--- src/rtl/move_executor_if.sv ---
// Request/response bundle between the exploit logic and the move executor.
// The exploit side is the master (drives requests), the executor is the slave.
interface move_executor_if;
  logic [5:0] start_state;
  logic [5:0] next_state;
  logic       timer_start;
  logic       target_reached;
  logic [5:0] maze_state;
  logic       move_complete;
  logic       move_error;
  logic       moving;
  logic [1:0] dir;
  logic [7:0] steps;
  logic       halted;

  modport master (
    output start_state, next_state, timer_start, target_reached,
    input  maze_state, move_complete, move_error, moving, dir, steps, halted
  );

  modport slave (
    input  start_state, next_state, timer_start, target_reached,
    output maze_state, move_complete, move_error, moving, dir, steps, halted
  );
endinterface

--- src/rtl/move_executor.sv ---
// Physical-move side of the maze solver: validates a single-step request on
// the 6x6 grid, paces the move with a cycle timer and reports completion.
//
// state | meaning
// IDLE  | waiting for a move request or the goal flag
// CHECK | one cycle: classify latched target as legal / null / rejected
// MOVE  | timer running, moving=1
// DONE  | move_complete visible with the new maze_state
// HALT  | goal reached; absorbing until rst
module move_executor #(
  parameter int unsigned MOVE_CYCLES = 50000000
) (
  input logic           clk,
  input logic           rst,
  move_executor_if.slave mif
);

  localparam int CW = (MOVE_CYCLES > 1) ? $clog2(MOVE_CYCLES) : 1;
  localparam logic [CW-1:0] CNT_LAST = CW'(MOVE_CYCLES - 1);

  typedef enum logic [2:0] {
    S_IDLE,
    S_CHECK,
    S_MOVE,
    S_DONE,
    S_HALT
  } state_t;

  state_t        state_q, state_d;
  logic [5:0]    tgt_q, tgt_d;
  logic [5:0]    maze_state_q, maze_state_d;
  logic [CW-1:0] cnt_q, cnt_d;
  logic [1:0]    dir_q, dir_d;
  logic [7:0]    steps_q, steps_d;
  logic          moving_q, moving_d;
  logic          move_complete_q, move_complete_d;
  logic          move_error_q, move_error_d;
  logic          halted_q, halted_d;

  logic [5:0]    cur_m1, cur_row, cur_col;
  logic          cur_valid, tgt_valid;
  logic          adj_ok;
  logic [1:0]    adj_dir;

  // Neighbour classification of tgt relative to the current cell; row wrap
  // is excluded by the row/col guards.
  always_comb begin
    cur_m1    = maze_state_q - 6'd1;
    cur_row   = cur_m1 / 6'd6;
    cur_col   = cur_m1 % 6'd6;
    cur_valid = (maze_state_q >= 6'd1) && (maze_state_q <= 6'd36);
    tgt_valid = (tgt_q >= 6'd1) && (tgt_q <= 6'd36);
    adj_ok    = 1'b0;
    adj_dir   = 2'd0;
    if (cur_valid && tgt_valid) begin
      if ((cur_row > 6'd0) && (tgt_q == maze_state_q - 6'd6)) begin
        adj_ok  = 1'b1;
        adj_dir = 2'd0;
      end else if ((cur_col < 6'd5) && (tgt_q == maze_state_q + 6'd1)) begin
        adj_ok  = 1'b1;
        adj_dir = 2'd1;
      end else if ((cur_row < 6'd5) && (tgt_q == maze_state_q + 6'd6)) begin
        adj_ok  = 1'b1;
        adj_dir = 2'd2;
      end else if ((cur_col > 6'd0) && (tgt_q == maze_state_q - 6'd1)) begin
        adj_ok  = 1'b1;
        adj_dir = 2'd3;
      end
    end
  end

  // Next-state and registered-output computation for the sequencing FSM.
  always_comb begin
    state_d         = state_q;
    tgt_d           = tgt_q;
    maze_state_d    = maze_state_q;
    cnt_d           = cnt_q;
    dir_d           = dir_q;
    steps_d         = steps_q;
    moving_d        = moving_q;
    halted_d        = halted_q;
    move_complete_d = 1'b0;
    move_error_d    = 1'b0;

    case (state_q)
      S_IDLE: begin
        if (mif.target_reached) begin
          state_d  = S_HALT;
          halted_d = 1'b1;
        end else if (mif.timer_start) begin
          tgt_d   = mif.next_state;
          state_d = S_CHECK;
        end
      end
      S_CHECK: begin
        if (adj_ok) begin
          dir_d    = adj_dir;
          moving_d = 1'b1;
          cnt_d    = '0;
          state_d  = S_MOVE;
        end else if (tgt_q == maze_state_q) begin
          move_complete_d = 1'b1;
          state_d         = S_IDLE;
        end else begin
          move_complete_d = 1'b1;
          move_error_d    = 1'b1;
          state_d         = S_IDLE;
        end
      end
      S_MOVE: begin
        cnt_d = cnt_q + CW'(1);
        if (cnt_q == CNT_LAST) begin
          maze_state_d    = tgt_q;
          moving_d        = 1'b0;
          steps_d         = (steps_q == 8'hFF) ? 8'hFF : steps_q + 8'd1;
          move_complete_d = 1'b1;
          state_d         = S_DONE;
        end
      end
      S_DONE: begin
        if (mif.target_reached) begin
          state_d  = S_HALT;
          halted_d = 1'b1;
        end else begin
          state_d = S_IDLE;
        end
      end
      S_HALT: begin
        state_d = S_HALT;
      end
      default: begin
        state_d = S_IDLE;
      end
    endcase
  end

  // State and output registers; reset discards any move in progress.
  always_ff @(posedge clk) begin
    if (rst) begin
      state_q         <= S_IDLE;
      tgt_q           <= 6'd0;
      maze_state_q    <= mif.start_state;
      cnt_q           <= '0;
      dir_q           <= 2'd0;
      steps_q         <= 8'd0;
      moving_q        <= 1'b0;
      move_complete_q <= 1'b0;
      move_error_q    <= 1'b0;
      halted_q        <= 1'b0;
    end else begin
      state_q         <= state_d;
      tgt_q           <= tgt_d;
      maze_state_q    <= maze_state_d;
      cnt_q           <= cnt_d;
      dir_q           <= dir_d;
      steps_q         <= steps_d;
      moving_q        <= moving_d;
      move_complete_q <= move_complete_d;
      move_error_q    <= move_error_d;
      halted_q        <= halted_d;
    end
  end

  assign mif.maze_state    = maze_state_q;
  assign mif.move_complete = move_complete_q;
  assign mif.move_error    = move_error_q;
  assign mif.moving        = moving_q;
  assign mif.dir           = dir_q;
  assign mif.steps         = steps_q;
  assign mif.halted        = halted_q;

endmodule

--- src/flat_wrapper.sv ---
// flat-port wrapper written by rule: the top's interface ports become plain ports
module move_executor_flat 
#(
  parameter int unsigned MOVE_CYCLES = 50000000
)
  (clk, rst, mif_start_state, mif_next_state, mif_timer_start, mif_target_reached, mif_maze_state, mif_move_complete, mif_move_error, mif_moving, mif_dir, mif_steps, mif_halted);
  move_executor_if mif_i ();
  input logic clk;
  input logic rst;
  input wire logic [$bits(mif_i.start_state)-1:0] mif_start_state;
  input wire logic [$bits(mif_i.next_state)-1:0] mif_next_state;
  input wire logic [$bits(mif_i.timer_start)-1:0] mif_timer_start;
  input wire logic [$bits(mif_i.target_reached)-1:0] mif_target_reached;
  output wire logic [$bits(mif_i.maze_state)-1:0] mif_maze_state;
  output wire logic [$bits(mif_i.move_complete)-1:0] mif_move_complete;
  output wire logic [$bits(mif_i.move_error)-1:0] mif_move_error;
  output wire logic [$bits(mif_i.moving)-1:0] mif_moving;
  output wire logic [$bits(mif_i.dir)-1:0] mif_dir;
  output wire logic [$bits(mif_i.steps)-1:0] mif_steps;
  output wire logic [$bits(mif_i.halted)-1:0] mif_halted;
  assign mif_i.start_state = mif_start_state;
  assign mif_i.next_state = mif_next_state;
  assign mif_i.timer_start = mif_timer_start;
  assign mif_i.target_reached = mif_target_reached;
  assign mif_maze_state = mif_i.maze_state;
  assign mif_move_complete = mif_i.move_complete;
  assign mif_move_error = mif_i.move_error;
  assign mif_moving = mif_i.moving;
  assign mif_dir = mif_i.dir;
  assign mif_steps = mif_i.steps;
  assign mif_halted = mif_i.halted;
  move_executor #(.MOVE_CYCLES(MOVE_CYCLES)) u_core (.clk(clk), .rst(rst), .mif(mif_i));
endmodule
--- config.mk ---
export PLATFORM = sky130hd
export DESIGN_NAME = move_executor_flat
export DESIGN_NICKNAME = d
export VERILOG_FILES = /design/src/rtl/move_executor_if.sv /design/src/rtl/move_executor.sv /design/src/flat_wrapper.sv
export SDC_FILE = /design/constraint.sdc
export NUM_CORES = 1
export LEC_CHECK = 0
export CAP_MARGIN = 0
export CORE_ASPECT_RATIO = 1.25
export CORE_MARGIN = 2
export CORE_UTILIZATION = 30
export CTS_CLUSTER_SIZE = 25
export DETAILED_ROUTE_END_ITERATION = 12
export HOLD_SLACK_MARGIN = 0.05
export PLACE_DENSITY_LB_ADDON = 0.15
export SETUP_SLACK_MARGIN = 0.02
export SYNTH_ARGS = -nofsm -noshare
export SYNTH_HDL_FRONTEND = slang
export SYNTH_SLANG_ARGS = --single-unit
--- constraint.sdc ---
create_clock -name clk -period 5.75 [get_ports clk]
set_input_delay 1.15 -clock clk [delete_from_list [all_inputs] [get_ports clk]]
set_output_delay 1.15 -clock clk [all_outputs]
set_load 0.02 [all_outputs]
==> flow_summary.ini, run 1 <==
[critical_path]
crit_top_cell = ha_1
max_stage_delay_ps = 510
crit_path_start_kind = register
ff2ff_path_depth = 17
critical_path_arrival_ps = 5540
critPathKind = register to register
cp-end-kind = register
reg2reg_slack_ps = 400
worstPathRequired_ps = 5940
slowest_stage = edfxtp_1
reg2reg_from = u_core.mif.maze_state[1]
cp_cell_sequence = inv_1 -> ha_1 -> nand2b_1 -> o41ai_4 -> ha_1 -> inv_1 -> and3_1 -> o41ai_2 -> o221ai_1 -> o21ai_1 -> nand2_1 -> ha_1 -> or3_1 -> a221o_1 -> a21oi_4 -> a21o_2 -> mux2_1
crit_start = u_core.mif.maze_state[1]
r2r-end = u_core.mif.dir[0]
cp_max_fo = 12

[floorplan]
core_region_area_um2 = 13800
die_w_um = 111
dieArea_um2 = 15200
rows = 48
initial_core_util_pct = 30.8
io-pin-count = 36
die_h_um = 137

[cts]
tritoncts.num_buffers = 5
htreeDepth = 2
clk_path_buf_depth = 2
cts_hold_buf = 0
clk_pin_slew_ps = 70
cts_tree = built
cts.sinks = 55
root_buffer = clkbuf_16
clock_latency_ps = 300

[worst_hold_path]
hold_path_class = register to register
min_to = u_core.cnt_q[15]
min_from = u_core.cnt_q[15]
worstHoldPathCells = 2

[placement]
place_congestion = 0.926
placed_area_um2 = 4740
portBuffers = 35
dp_hpwl_um = 9090

[sta]
drv_slew = 0
setup_viol = 0
hold_violations = 0
finClkSkew_ps = 5.68
max_freq_mhz = 187
tns_ps = 0
tightestPinTransition_ps = 874
final.min_clock_period_ps = 5350
finalCritPeriodShare_pct = 93.0
timing.slew.headroom_pct = 41.6
rsz0062_at_grt = true

[synth]
synthCells = 548
synth.avg_cell_area_um2 = 7.76
syn_area_um2 = 4250
synth_top_family_by_area = simple AND/OR/NAND/NOR gates
synth-async-reset-ratio_pct = 0
synth_edf_count = 6
synthMuxAreaShare_pct = 4.29
synth.distinct_cells = 75
synth_ff_type = dfxtp_1
synth_fa_ha_area_share_pct = 3.76
synth-seq-cells = 55
syn_nets = 576
yosys_warnings = 0
synth-simple-area-share_pct = 29.9
synthXorXnorAreaFrac_pct = 5.76
synth-compound-area-share_pct = 23.8
synth_seq_area_share_pct = 27.3

[global_routing]
grt_use_total_pct = 16.5
grt_overflow = 0
grt_pass1_wl_um = 20500
antenna_found_initial = 0
grt_max_degree = 60
grt_pass1_vias = 3873

[layout]
syn2layout_area_growth_pct = 15.4
fin_area_um2 = 4910
drive_gt1_share_pct = 9.47
antennaDiodeCount = 0
final_nets = 597

[route]
drt-initial-drc-count = 241
firstDrtPassIters = 5
vias = 4156
drc = 0
wl_um = 12700
vias_per_cell = 5.58
wl_per_cell_um = 17.1
ant_nets = 0

[status]
status = finished clean

[power]
ir_drop_uv = 157
seq_power_share_pct = 41.6
sw_frac_of_total_pct = 32.7
p_sw_mw = 0.324
powerDensity_nw_per_um2 = 201
p_leak_nw = 1.71
clkPwrFrac_pct = 31.0
p_int_mw = 0.665
p_comb_share_pct = 27.5

[job]
drv_cap = 0
-- how the worst max path moves through the flow --
stage                                   end  slack, ps  cells after the start
after floorplan           u_core.mif.dir[0]        800                     20
after global placement      u_core.cnt_q[3]        340                     18
after detailed placement    u_core.cnt_q[2]        220                     18
after CTS                   u_core.cnt_q[2]        170                     18
after global routing      u_core.mif.dir[0]         10                     17
final                     u_core.mif.dir[0]        400                     17
-- power by group through the flow --
stage / clock network, mW / registers [mW] / logic (mW)
final: 0.306 / 0.411 / 0.272
after global routing: 0.328 / 0.413 / 0.297
after CTS: 0.315 / 0.410 / 0.268
after detailed placement: 0 / 0.419 / 0.267
after global placement: 0 / 0.419 / 0.266
after floorplan: 0 / 0.418 / 0.191
-- registers in the layout, indices dropped and copies added, names as in the netlist --
register	cells
u_core.mif.dir	2
u_core.state_q	3
u_core.tgt_q	6
u_core.cnt_q	26
u_core.mif.steps	8
u_core.mif.maze_state	6
u_core.mif.move_error	1
u_core.mif.move_complete	1
u_core.mif.halted	1
u_core.mif.moving	1
-- per-layer routing --
layer / wire length, um / global-route usage (%) / vias up
li1: - / - / 2081
met1: 5680 / 20.4 / 1955
met2: 6220 / 29.6 / 98
met3: 469 / 1.86 / 22
met4: 331 / 6.18 / 0
met5: 0 / 0 / -
-- layout by cell type (no fill, tap or decap), drive strengths merged, types with 14 or more instances in the layout --
cell           instances
nor2                  60
a21oi                 36
nand3                 22
inv                   14
clkdlybuf4s50         34
o21ai                 38
dfxtp                 49
nand2                 36
xnor2                 18
a31oi                 17
nor4                  15
nor3                  35
-- metrics by stage --
step	hold slack (ps)	setup WS [ps]	util (%)	total power, mW	cells
after global routing	533	10.1	35.6	1.04	745
after detailed placement	482	218	34.3	0.686	736
after global placement	472	343	34.3	0.686	736
after CTS	496	173	35.4	0.994	744
after floorplan	460	799	-	0.610	548
final	493	400	35.6	0.989	745
-- Yosys cell counts (6+ instances only) --
library cell  instances  share of area, %
o21ai_1              10               1.2
dfxtp_1              49                23
buf_2                13               1.5
or3_1                 8               1.2
and3_1               13               1.9
ha_1                 12               3.5
o21ai_0              27               3.2
a21oi_1              33               3.9
a31oi_1              17               2.5
mux2i_1              10               2.4
inv_1                13               1.1
a211oi_1             12               2.1
edfxtp_1              6               4.2
xor2_1               10               2.1
nor4_1               10               1.5
nand2_1              35               3.1
clkbuf_1             15               1.3
nand4_1              10               1.5
xnor2_1              18               3.7
nor3_1               32               3.8
nor2_1               59               5.2
nand3_1              22               2.6
nand3b_1             12               2.1
-- cell families (layout without fill, tap and decap cells) --
kind of cell,Yosys count,in the layout
AND/OR/NAND/NOR,238,238
multiplexers,17,17
flip-flops,55,55
XOR/XNOR,28,28
AO/OA/AOI/OAI,149,150
buffers and inverters,48,69
adder cells (fa/ha/maj),13,13
-- critical path, delay by kind of cell (launching register included) --
family / cells / cell delay [ps]
compound gates: 7 / 2250
simple gates: 4 / 930
fa+ha+maj: 3 / 880
buf+inv: 2 / 310
mux: 1 / 340
flops: 1 / 510
-- timing repair --
item | in CTS | in global routing
gates resized for setup | 0 | 2
setup endpoints to repair | 0 | 21
buffers inserted | 0 | 0
-- cell type report --
class                   instances  area, um2
multi-input cells             446       2900
flip-flops and latches         55       1160
clock inverters                 3       20.0
well taps                     175        219
inverters                      14       52.6
clock buffers                   5        125
repair buffers                 47        435
fillers                      1477       8900
No activity file was read; power rests on OpenSTA's default activity.
==> inputs of run 2 (changes only) <==
- GPL_ROUTABILITY_DRIVEN: unset -> 1
==> results of run 2 <==
The final DEF is identical to that of run 1; final timing and power are the same.
==> inputs of run 3 (changes only) <==
- CORE_UTILIZATION: 30 -> 45
==> run 3 against run 2 <==
Count of clock-buffer cells in the layout unchanged. Hold slack worse by 14 ps. Combinational power down 2%. Critical path type unchanged. Sequential cell count unchanged. Non-clock buffer count up 1.
==> flow_summary.ini, run 3 (synthesis gave the netlist of run 1 again) <==
[status]
status = finished clean

[sta]
finalCritPeriodShare_pct = 88.5
rsz0062_at_grt = false
timing.slew.headroom_pct = 45.8
tightestPinTransition_ps = 808
max_freq_mhz = 197
whs_ps = 479
tns_ps = 0
final.min_clock_period_ps = 5090
drv_slew = 0
finClkSkew_ps = 7.03
fin_ws_ps = 661
setup_viol = 0
hold_violations = 0

[layout]
drive_gt1_share_pct = 9.65
fin_util_pct = 53.0
final_cell_mix = nor2_1, dfxtp_1, nand2_1, clkdlybuf4s50_1, a21oi_1
multi_input_area_um2 = 2880
fin_area_um2 = 4860
largest-register = u_core.cnt_q
nFillCells = 928
syn2layout_area_growth_pct = 14.3
layout_commonest_cell = nor2_1
largest_reg_flops = 26
seq_area_um2 = 1160
final_nets = 597
finalNonFillerCells = 693
antennaDiodeCount = 0

[floorplan]
die_h_um = 113
initial_core_util_pct = 46.4
rows = 39
core_region_area_um2 = 9170
io-pin-count = 36
die_w_um = 91.0
dieArea_um2 = 10300

[cts]
clk_path_buf_depth = 2
root_buffer = clkbuf_16
cts.sinks = 55
cts_tree = built
cts_setup_buffers = 0
tritoncts.num_buffers = 5
clk_pin_slew_ps = 70
cts_hold_buf = 0
cts_resized = 0
clock_latency_ps = 300
htreeDepth = 2

[worst_hold_path]
hold_path_class = register to register
min_from = u_core.mif.halted

[route]
wl_per_cell_um = 16.5
drt-initial-drc-count = 143
vias_per_cell = 6.01
vias = 4167
wl_um = 11500
firstDrtPassIters = 5
drc = 0
ant_nets = 0

[critical_path]
slowest_stage = a21oi_4
reg2reg_from = u_core.mif.maze_state[1]
crit_top_cell = ha_1
crit_start = u_core.mif.maze_state[1]
cp_cell_sequence = inv_1 -> ha_1 -> a21bo_1 -> xnor2_1 -> o41ai_4 -> ha_1 -> inv_1 -> and3_1 -> o41ai_2 -> o221ai_1 -> o21ai_1 -> nand2_1 -> ha_1 -> a21oi_1 -> a21bo_1 -> a211oi_1 -> nor2b_2 -> a21oi_4 -> o21ai_0
critPathKind = register to register
cp_max_fo = 21
crit_family = compound AO/OA/AOI/OAI gates
max_stage_delay_ps = 550
crit_path_start_kind = register
worstPathRequired_ps = 5910
cp-end-kind = register
critical_path_arrival_ps = 5240
path_buf_inv = 2

[global_routing]
antenna_found_initial = 0
grt_pass1_vias = 3870
grt_max_degree = 60
grt_use_total_pct = 22.6
grt_overflow = 0
grt_pass1_wl_um = 19100

[placement]
dp_hpwl_um = 8340
portBuffers = 35
place_ws_ps = 313
placed_area_um2 = 4680
dp_cells = 685
place_congestion = 0.875

[power]
ir_drop_uv = 114
design_power_total_mw = 1.03
powerDensity_nw_per_um2 = 212
p_leak_nw = 1.73

[job]
drv_cap = 0
==> run 3: cell count changes in the layout (fill, tap and decap cells not counted), sizes merged <==
cell / change
bufinv: +1
a21oi: -1
clkinv: -2
buf: +1
clkinvlp: -1
inv: +2
==> run 3: cell type report <==
type                            count  share of cell area, %
Sequential cell                    55                   23.9
Multi-Input combinational cell    445                   59.3
Timing Repair Buffer               48                   9.11
Clock inverter                      3                  0.926
Clock buffer                        5                   2.57
Inverter                           14                   1.08
Tap cell                          123                   3.17
==> run 3: path summary, 6_finish.rpt <==
path              slack [ps]  cells after the start                end
setup / recovery         660                     19    u_core.cnt_q[4]
hold / removal           480                      2  u_core.mif.halted
setup reg to reg         660                     19    u_core.cnt_q[4]
hold reg to reg          480                      2  u_core.mif.halted
==> run 3: report_power, final <==
part / internal (mW) / switching, mW / total, mW
clock: 0.208 / 0.147 / 0.355
combinational: 0.108 / 0.159 / 0.267
sequential: 0.395 / 0.0121 / 0.408
total: 0.711 / 0.319 / 1.03
==> run 3: per-layer routing <==
metal	GRT usage (%)	wire length, um
met1	27.8	5050
met2	40.2	5790
met3	3.26	393
met4	7.78	224
met5	0	0
==> run 3: tightest hold or removal path, cell delays in order, from the launching register on <==
cell,delay [ps]
dfxtp_1,330
a31oi_1,50
nor2_1,70
